--- config.mk ---
export PLATFORM = sky130hd
export DESIGN_NAME = ofs_plat_host_chan_axi_rd_arb
export DESIGN_NICKNAME = d
export VERILOG_FILES = /design/src/rtl/ofs_plat_host_chan_axi_rd_arb.sv
export SDC_FILE = /design/constraint.sdc
export NUM_CORES = 1
export LEC_CHECK = 0
export ABC_AREA = 1
export CAP_MARGIN = 40
export CORE_AREA = 2 2 570 572
export CTS_BUF_LIST = sky130_fd_sc_hd__clkbuf_2 sky130_fd_sc_hd__clkbuf_4 sky130_fd_sc_hd__clkbuf_8
export DETAILED_ROUTE_END_ITERATION = 8
export DIE_AREA = 0 0 572 574
export PLACE_DENSITY_LB_ADDON = 0.15
export SYNTH_ARGS = -nofsm -noshare
export SYNTH_HDL_FRONTEND = slang
export SYNTH_SLANG_ARGS = --single-unit
--- constraint.sdc ---
create_clock -name clk -period 14.9 [get_ports clk]
set_input_delay 1.49 -clock clk [delete_from_list [all_inputs] [get_ports clk]]
set_output_delay 1.49 -clock clk [all_outputs]
set_load 0.02 [all_outputs]
--- src/rtl/ofs_plat_host_chan_axi_rd_arb.sv ---
// Round-robin arbiter sharing one host AXI read channel among N_PORTS sources.
// The port index is tagged onto ARID high bits, and R beats are routed back by that tag.
module ofs_plat_host_chan_axi_rd_arb #(
  parameter int unsigned N_PORTS         = 4,
  parameter int unsigned ADDR_WIDTH      = 64,
  parameter int unsigned DATA_WIDTH      = 512,
  parameter int unsigned ID_WIDTH        = 8,
  parameter int unsigned LEN_WIDTH       = 8,
  parameter int unsigned MAX_OUTSTANDING = 16,
  localparam int unsigned PW             = (N_PORTS > 1) ? $clog2(N_PORTS) : 1
) (
  input  logic                          clk,
  input  logic                          reset_n,
  input  logic [N_PORTS-1:0]            src_ar_valid,
  output logic [N_PORTS-1:0]            src_ar_ready,
  input  logic [N_PORTS*ADDR_WIDTH-1:0] src_ar_addr,
  input  logic [N_PORTS*ID_WIDTH-1:0]   src_ar_id,
  input  logic [N_PORTS*LEN_WIDTH-1:0]  src_ar_len,
  output logic                          sink_ar_valid,
  input  logic                          sink_ar_ready,
  output logic [ADDR_WIDTH-1:0]         sink_ar_addr,
  output logic [PW+ID_WIDTH-1:0]        sink_ar_id,
  output logic [LEN_WIDTH-1:0]          sink_ar_len,
  input  logic                          sink_r_valid,
  output logic                          sink_r_ready,
  input  logic [DATA_WIDTH-1:0]         sink_r_data,
  input  logic [PW+ID_WIDTH-1:0]        sink_r_id,
  input  logic                          sink_r_last,
  output logic [N_PORTS-1:0]            src_r_valid,
  input  logic [N_PORTS-1:0]            src_r_ready,
  output logic [DATA_WIDTH-1:0]         src_r_data,
  output logic [ID_WIDTH-1:0]           src_r_id,
  output logic                          src_r_last,
  output logic                          idle,
  output logic                          err_bad_rid
);

  typedef logic [7:0] cnt_t;
  localparam cnt_t MAX_CNT = cnt_t'(MAX_OUTSTANDING);

  cnt_t                   cnt_q [N_PORTS];
  cnt_t                   cnt_d [N_PORTS];
  logic [PW-1:0]          ptr_q, ptr_d;
  logic                   ar_valid_q, ar_valid_d;
  logic [ADDR_WIDTH-1:0]  ar_addr_q, ar_addr_d;
  logic [PW+ID_WIDTH-1:0] ar_id_q, ar_id_d;
  logic [LEN_WIDTH-1:0]   ar_len_q, ar_len_d;
  logic                   idle_q, idle_d;
  logic                   err_q, err_d;

  logic                   load;
  logic [N_PORTS-1:0]     elig, grant, r_dec;
  logic [PW-1:0]          gidx, pos;
  logic [PW:0]            sum;
  logic                   any_grant;
  logic [PW-1:0]          r_idx;
  logic                   r_idx_ok;

  // Arbitration: first eligible port at or after the pointer, with wraparound.
  always_comb begin
    load      = !ar_valid_q || sink_ar_ready;
    grant     = '0;
    gidx      = '0;
    any_grant = 1'b0;
    sum       = '0;
    pos       = '0;
    for (int unsigned p = 0; p < N_PORTS; p++)
      elig[p] = src_ar_valid[p] && (cnt_q[p] < MAX_CNT);
    for (int unsigned i = 0; i < N_PORTS; i++) begin
      sum = {1'b0, ptr_q} + (PW+1)'(i);
      if (sum >= (PW+1)'(N_PORTS)) sum = sum - (PW+1)'(N_PORTS);
      pos = sum[PW-1:0];
      if (load && !any_grant && elig[pos]) begin
        any_grant = 1'b1;
        grant[pos] = 1'b1;
        gidx       = pos;
      end
    end
    src_ar_ready = grant;
  end

  always_comb begin
    ptr_d      = ptr_q;
    ar_valid_d = ar_valid_q;
    ar_addr_d  = ar_addr_q;
    ar_id_d    = ar_id_q;
    ar_len_d   = ar_len_q;
    if (load) ar_valid_d = any_grant;
    if (any_grant) begin
      ptr_d     = (gidx == PW'(N_PORTS - 1)) ? '0 : gidx + 1'b1;
      ar_addr_d = src_ar_addr[gidx*ADDR_WIDTH +: ADDR_WIDTH];
      ar_id_d   = {gidx, src_ar_id[gidx*ID_WIDTH +: ID_WIDTH]};
      ar_len_d  = src_ar_len[gidx*LEN_WIDTH +: LEN_WIDTH];
    end
  end

  // R routing: out-of-range indices are accepted and dropped.
  always_comb begin
    r_idx        = sink_r_id[PW+ID_WIDTH-1:ID_WIDTH];
    r_idx_ok     = (32'(r_idx) < N_PORTS);
    sink_r_ready = 1'b1;
    src_r_valid  = '0;
    r_dec        = '0;
    for (int unsigned p = 0; p < N_PORTS; p++) begin
      if (r_idx == PW'(p)) begin
        sink_r_ready   = src_r_ready[p];
        src_r_valid[p] = sink_r_valid;
      end
    end
    for (int unsigned p = 0; p < N_PORTS; p++)
      r_dec[p] = sink_r_valid && sink_r_ready && sink_r_last && (r_idx == PW'(p));
    err_d = err_q || (sink_r_valid && !r_idx_ok);
  end

  always_comb begin
    idle_d = !ar_valid_d;
    for (int unsigned p = 0; p < N_PORTS; p++) begin
      cnt_d[p] = cnt_q[p];
      if (grant[p] && !r_dec[p])      cnt_d[p] = cnt_q[p] + 1'b1;
      else if (r_dec[p] && !grant[p]) cnt_d[p] = cnt_q[p] - 1'b1;
      if (cnt_d[p] != '0) idle_d = 1'b0;
    end
  end

  always_ff @(posedge clk or negedge reset_n) begin
    if (!reset_n) begin
      for (int unsigned p = 0; p < N_PORTS; p++) cnt_q[p] <= '0;
      ptr_q      <= '0;
      ar_valid_q <= 1'b0;
      idle_q     <= 1'b1;
      err_q      <= 1'b0;
    end else begin
      for (int unsigned p = 0; p < N_PORTS; p++) cnt_q[p] <= cnt_d[p];
      ptr_q      <= ptr_d;
      ar_valid_q <= ar_valid_d;
      idle_q     <= idle_d;
      err_q      <= err_d;
    end
  end

  // Payload needs no reset: it is qualified by ar_valid_q.
  always_ff @(posedge clk) begin
    ar_addr_q <= ar_addr_d;
    ar_id_q   <= ar_id_d;
    ar_len_q  <= ar_len_d;
  end

  // Debug: a burst completion must never arrive for a port with no credit in use.
  always_ff @(posedge clk) begin
    if (reset_n)
      for (int unsigned p = 0; p < N_PORTS; p++)
        assert (!(r_dec[p] && !grant[p] && cnt_q[p] == '0));
  end

  assign sink_ar_valid = ar_valid_q;
  assign sink_ar_addr  = ar_addr_q;
  assign sink_ar_id    = ar_id_q;
  assign sink_ar_len   = ar_len_q;
  assign src_r_data    = sink_r_data;
  assign src_r_id      = sink_r_id[ID_WIDTH-1:0];
  assign src_r_last    = sink_r_last;
  assign idle          = idle_q;
  assign err_bad_rid   = err_q;

endmodule

==> results.txt <==
* Setup-failing EPs final: 0
- The first TritonRoute pass finished after 5 iterations.
- Dividing total power by cell area gives a power density of 231.0 mW/mm^2.
* Syn nets: 2471
* Initial antenna violation count: 55
* Post-synthesis cell area: 0.01217 mm^2
- Fraction of synthesized cell area taken by the top area cell type: 32.33%
- Global routing used 21.37% of the available met2 tracks.
- The floorplan has 209 rows.
- By count the netlist is led by sky130_fd_sc_hd__buf_4 (524), sky130_fd_sc_hd__nor2_1 (214), sky130_fd_sc_hd__o21ai_0 (170).
* Layout cells sized above 1: 7.276%
* Cell accounting for the most synthesized area: sky130_fd_sc_hd__buf_4
- Registers take 0.003364 mm^2.
- Finished Core Util: 5.692%
- Counting the fill cells in the layout gives 38195.
* Synth-to-layout area growth: 50.95%
* Average size of a mapped cell: 7.605 um^2
- Top cells by area, synth: sky130_fd_sc_hd__buf_4 (32%), sky130_fd_sc_hd__edfxtp_1 (20%), sky130_fd_sc_hd__dfrtp_1 (7.2%), sky130_fd_sc_hd__o21ai_0 (7.0%), sky130_fd_sc_hd__nor2_1 (6.6%)
- In this run the remaining antenna-violating nets after routing total 0.
- Buffers inserted during clock tree synthesis total 21.
* Launch instance of the worst register-to-register path: ptr_q[1]
* Count of flip-flops with a built-in enable after synthesis: 82
- For this run, the leading register cell type out of synthesis is sky130_fd_sc_hd__edfxtp_1.
- In the final layout, the multi-input gates occupy 0.004330 mm^2.
- Max Slew Vio Count: 0
- The number of cells on the worst reg-to-reg path is 14.
- Buffer count from post-CTS setup fixing: 0
* Count of unique library cells instantiated by Yosys: 44
* Summed negative setup slack over all endpoints: 0 ns
- Setup slack on the worst flop-to-flop path: 10.35 ns
- Hold Startpoint: cnt_q[16]
- Initial cell density of the core: 3.771%
- Result of the run: finished, final reports clean
- After detailed routing, the total wire length is 253600 um.
- The count of final hold-check violations was 0.
- In the routed layout, each cell is associated on average with a via count of 1.926.
- Post-placement cell area: 0.01792 mm^2
- Yosys printed 0 warnings.
* Critical path peak fanout: 8
- For hold timing, the worst endpoint is cnt_q[16].
- Global routing met1 resource utilization: 6.901%
- Max IR drop VDD: 135.6 uV
- Longest Clk Path Bufs: 3
- Y dimension of the die: 574 um
* Vias post-DR: 11228
* Clock transition at path regs: 0.08 ns
- The clock tree synthesis step divided the H-tree into 4 levels.
* Count leader, synth: sky130_fd_sc_hd__buf_4
- After clock tree synthesis, the repair step resized 0 gates.
- For this run, the top clock speed supported by timing is 0.1780 GHz.
- Final #Nets: 2360
- For this design the top-level I/O count stands at 1470.
* Cell count after synthesis: 1600
- Sort of element at the start of the critical path: input pin
- Startpoint-to-endpoint class of the critical path: input pin to primary output
- Destination of the worst register-to-register timing path: sink_ar_addr[39]
- Worst relative slew slack: 41.99%
- Worst Skew: 0.05657 ns
- Hold Path Class: flop to flop
- Setup repair after global routing left no endpoint under its margin.
* Number of max-cap violations: 0
- After global routing, the most crowded layer is met3.
- Period minus WS final: 5.617 ns
* Global-route wire length before repair: 280000 um
- Sequential fraction of the synthesis area: 27.65%
- For this run, design rule violations remaining after detail routing come to 0.
* # port buffers: 428
- STA classifies the critical path endpoint as a primary output.
- Die footprint: 0.3283 mm^2
* Routability Congestion: 0.9726
- Cts-stage hold buffer count: 0
- Global routing consumed, on the met3 layer, 28.55% of the routing resources.
* Vias in the first global route: 10921
* All-layer global routing usage: 14.95%
- In this run, synthesis produced a sequential element count of 118.
- Entering global routing, the biggest net connects 57 pins.
* DR iter-0 viols: 810
* Remaining Overflow, GRT: 0
- Core box area: 0.3227 mm^2
- TritonCTS built the clock tree.
- Dpl hpwl: 237900 um
- Of all flip-flops after synthesis, the portion carrying an async set or reset was 30.51%.
* Leakage: 5.381 nW
- In the final routed layout, each cell accounts on average for 43.51 um.
- The tree is rooted in a sky130_fd_sc_hd__clkbuf_8.
* CP required: 13.41 ns
- Number of cells on the worst hold path: 3
- Worst-Skew Late Latency: 0.71 ns
- Transition at the pin with the smallest max-transition slack: 0.8702 ns
- Fin area: 0.01837 mm^2
* Die outline width: 572 um
- Number of sinks on the clock net: 118
* Fin crit share: 37.70%
- Worst path arrival time: 4.13 ns
==> power by group <==
part           total, mW  internal (mW)  switching, mW
clock network      0.433          0.189          0.244
registers          0.835          0.704          0.131
logic               2.98          0.904           2.07
==> routing by layer <==
layer  wire length, um  up-vias  share of wire (%)
met2            102800     1331                 41
met1             40620     5016                 16
met5               568        -               0.22
li1                  -     4533                  -
met3            102700      328                 41
met4              6882       20                2.7
==> critical path: stages <==
cell and delay (ns):
sky130_fd_sc_hd__clkdlybuf4s50_1 0.55, sky130_fd_sc_hd__nor2_1 0.64, sky130_fd_sc_hd__inv_2 0.22, sky130_fd_sc_hd__nand4_4 0.19, sky130_fd_sc_hd__nor2_8 0.07, sky130_fd_sc_hd__nand2_2 0.24
sky130_fd_sc_hd__nand2_4 0.11, sky130_fd_sc_hd__clkdlybuf4s50_1 0.59
==> area by class of cell <==
type,count,area share [%]
Sequential cell,118,18.32
Multi-Input combinational cell,820,23.58
Inverter,83,1.737
Antenna cell,6,0.08174
Clock buffer,26,1.914
Tap cell,4325,29.46
Clock inverter,6,0.4155
Timing Repair Buffer,445,24.50
==> cell usage in the layout, fill, tap and decap left out, drive strengths merged <==
cell type / instances
nand4: 26
nand3: 51
nor2: 226
o31ai: 1
ha: 16
conb: 1
buf: 17
or2: 2
a31oi: 1
clkinv: 4
o21ai: 175
o211ai: 1
nor3: 12
nand3b: 2
inv: 83
clkdlybuf4s50: 428
diode: 6
nand2: 160
dfrtp: 35
dfstp: 1
xor2: 28
a211oi: 1
bufinv: 2
nor4: 2
a21boi: 1
xnor2: 7
o22ai: 80
edfxtp: 82
clkbuf: 26
a21oi: 27
==> flip-flops by register name, indices dropped and copies added (netlist names), named ones only <==
signal	cells
idle	1
cnt_q	32
sink_ar_valid	1
sink_ar_addr	64
ptr_q	1
sink_ar_len	8
sink_ar_id	10
==> cell families (layout without fill, tap and decap cells) <==
group,after synthesis,count (layout),share of synthesized area [%]
and+or+nand+nor,481,481,18.23
AOI/OAI and AO/OA,287,287,12.89
xor gates and xnor gates,35,35,2.519
buffers and inverters,662,560,37.03
adders and majority gates,16,16,1.645
other,1,7,0.03082
DFF,118,118,27.65
==> worst max path at each step <==
stage | start | cells past startpoint | endpoint
after floorplan | src_ar_valid[0] | 11 | idle
after global placement | sink_ar_ready | 12 | sink_ar_addr[8]
after detailed placement | sink_ar_ready | 12 | sink_ar_addr[39]
after CTS | sink_ar_ready | 8 | src_ar_ready[3]
after global routing | sink_ar_ready | 8 | src_ar_ready[0]
final | sink_ar_ready | 8 | src_ar_ready[1]
==> stage by stage <==
stage / power [mW] / hold slack (ns) / setup WS, ns / instances
after floorplan: 2.673 / 0.5281 / 6.394 / 1600
after global placement: 3.905 / 0.5825 / 8.702 / 5785
after detailed placement: 3.912 / 0.5880 / 8.866 / 5791
after CTS: 4.405 / 0.6001 / 9.125 / 5823
after global routing: 4.602 / 0.6539 / 9.044 / 5825
final: 4.243 / 0.5920 / 9.283 / 5829
Note: power is estimated with default switching activity, not from simulation.
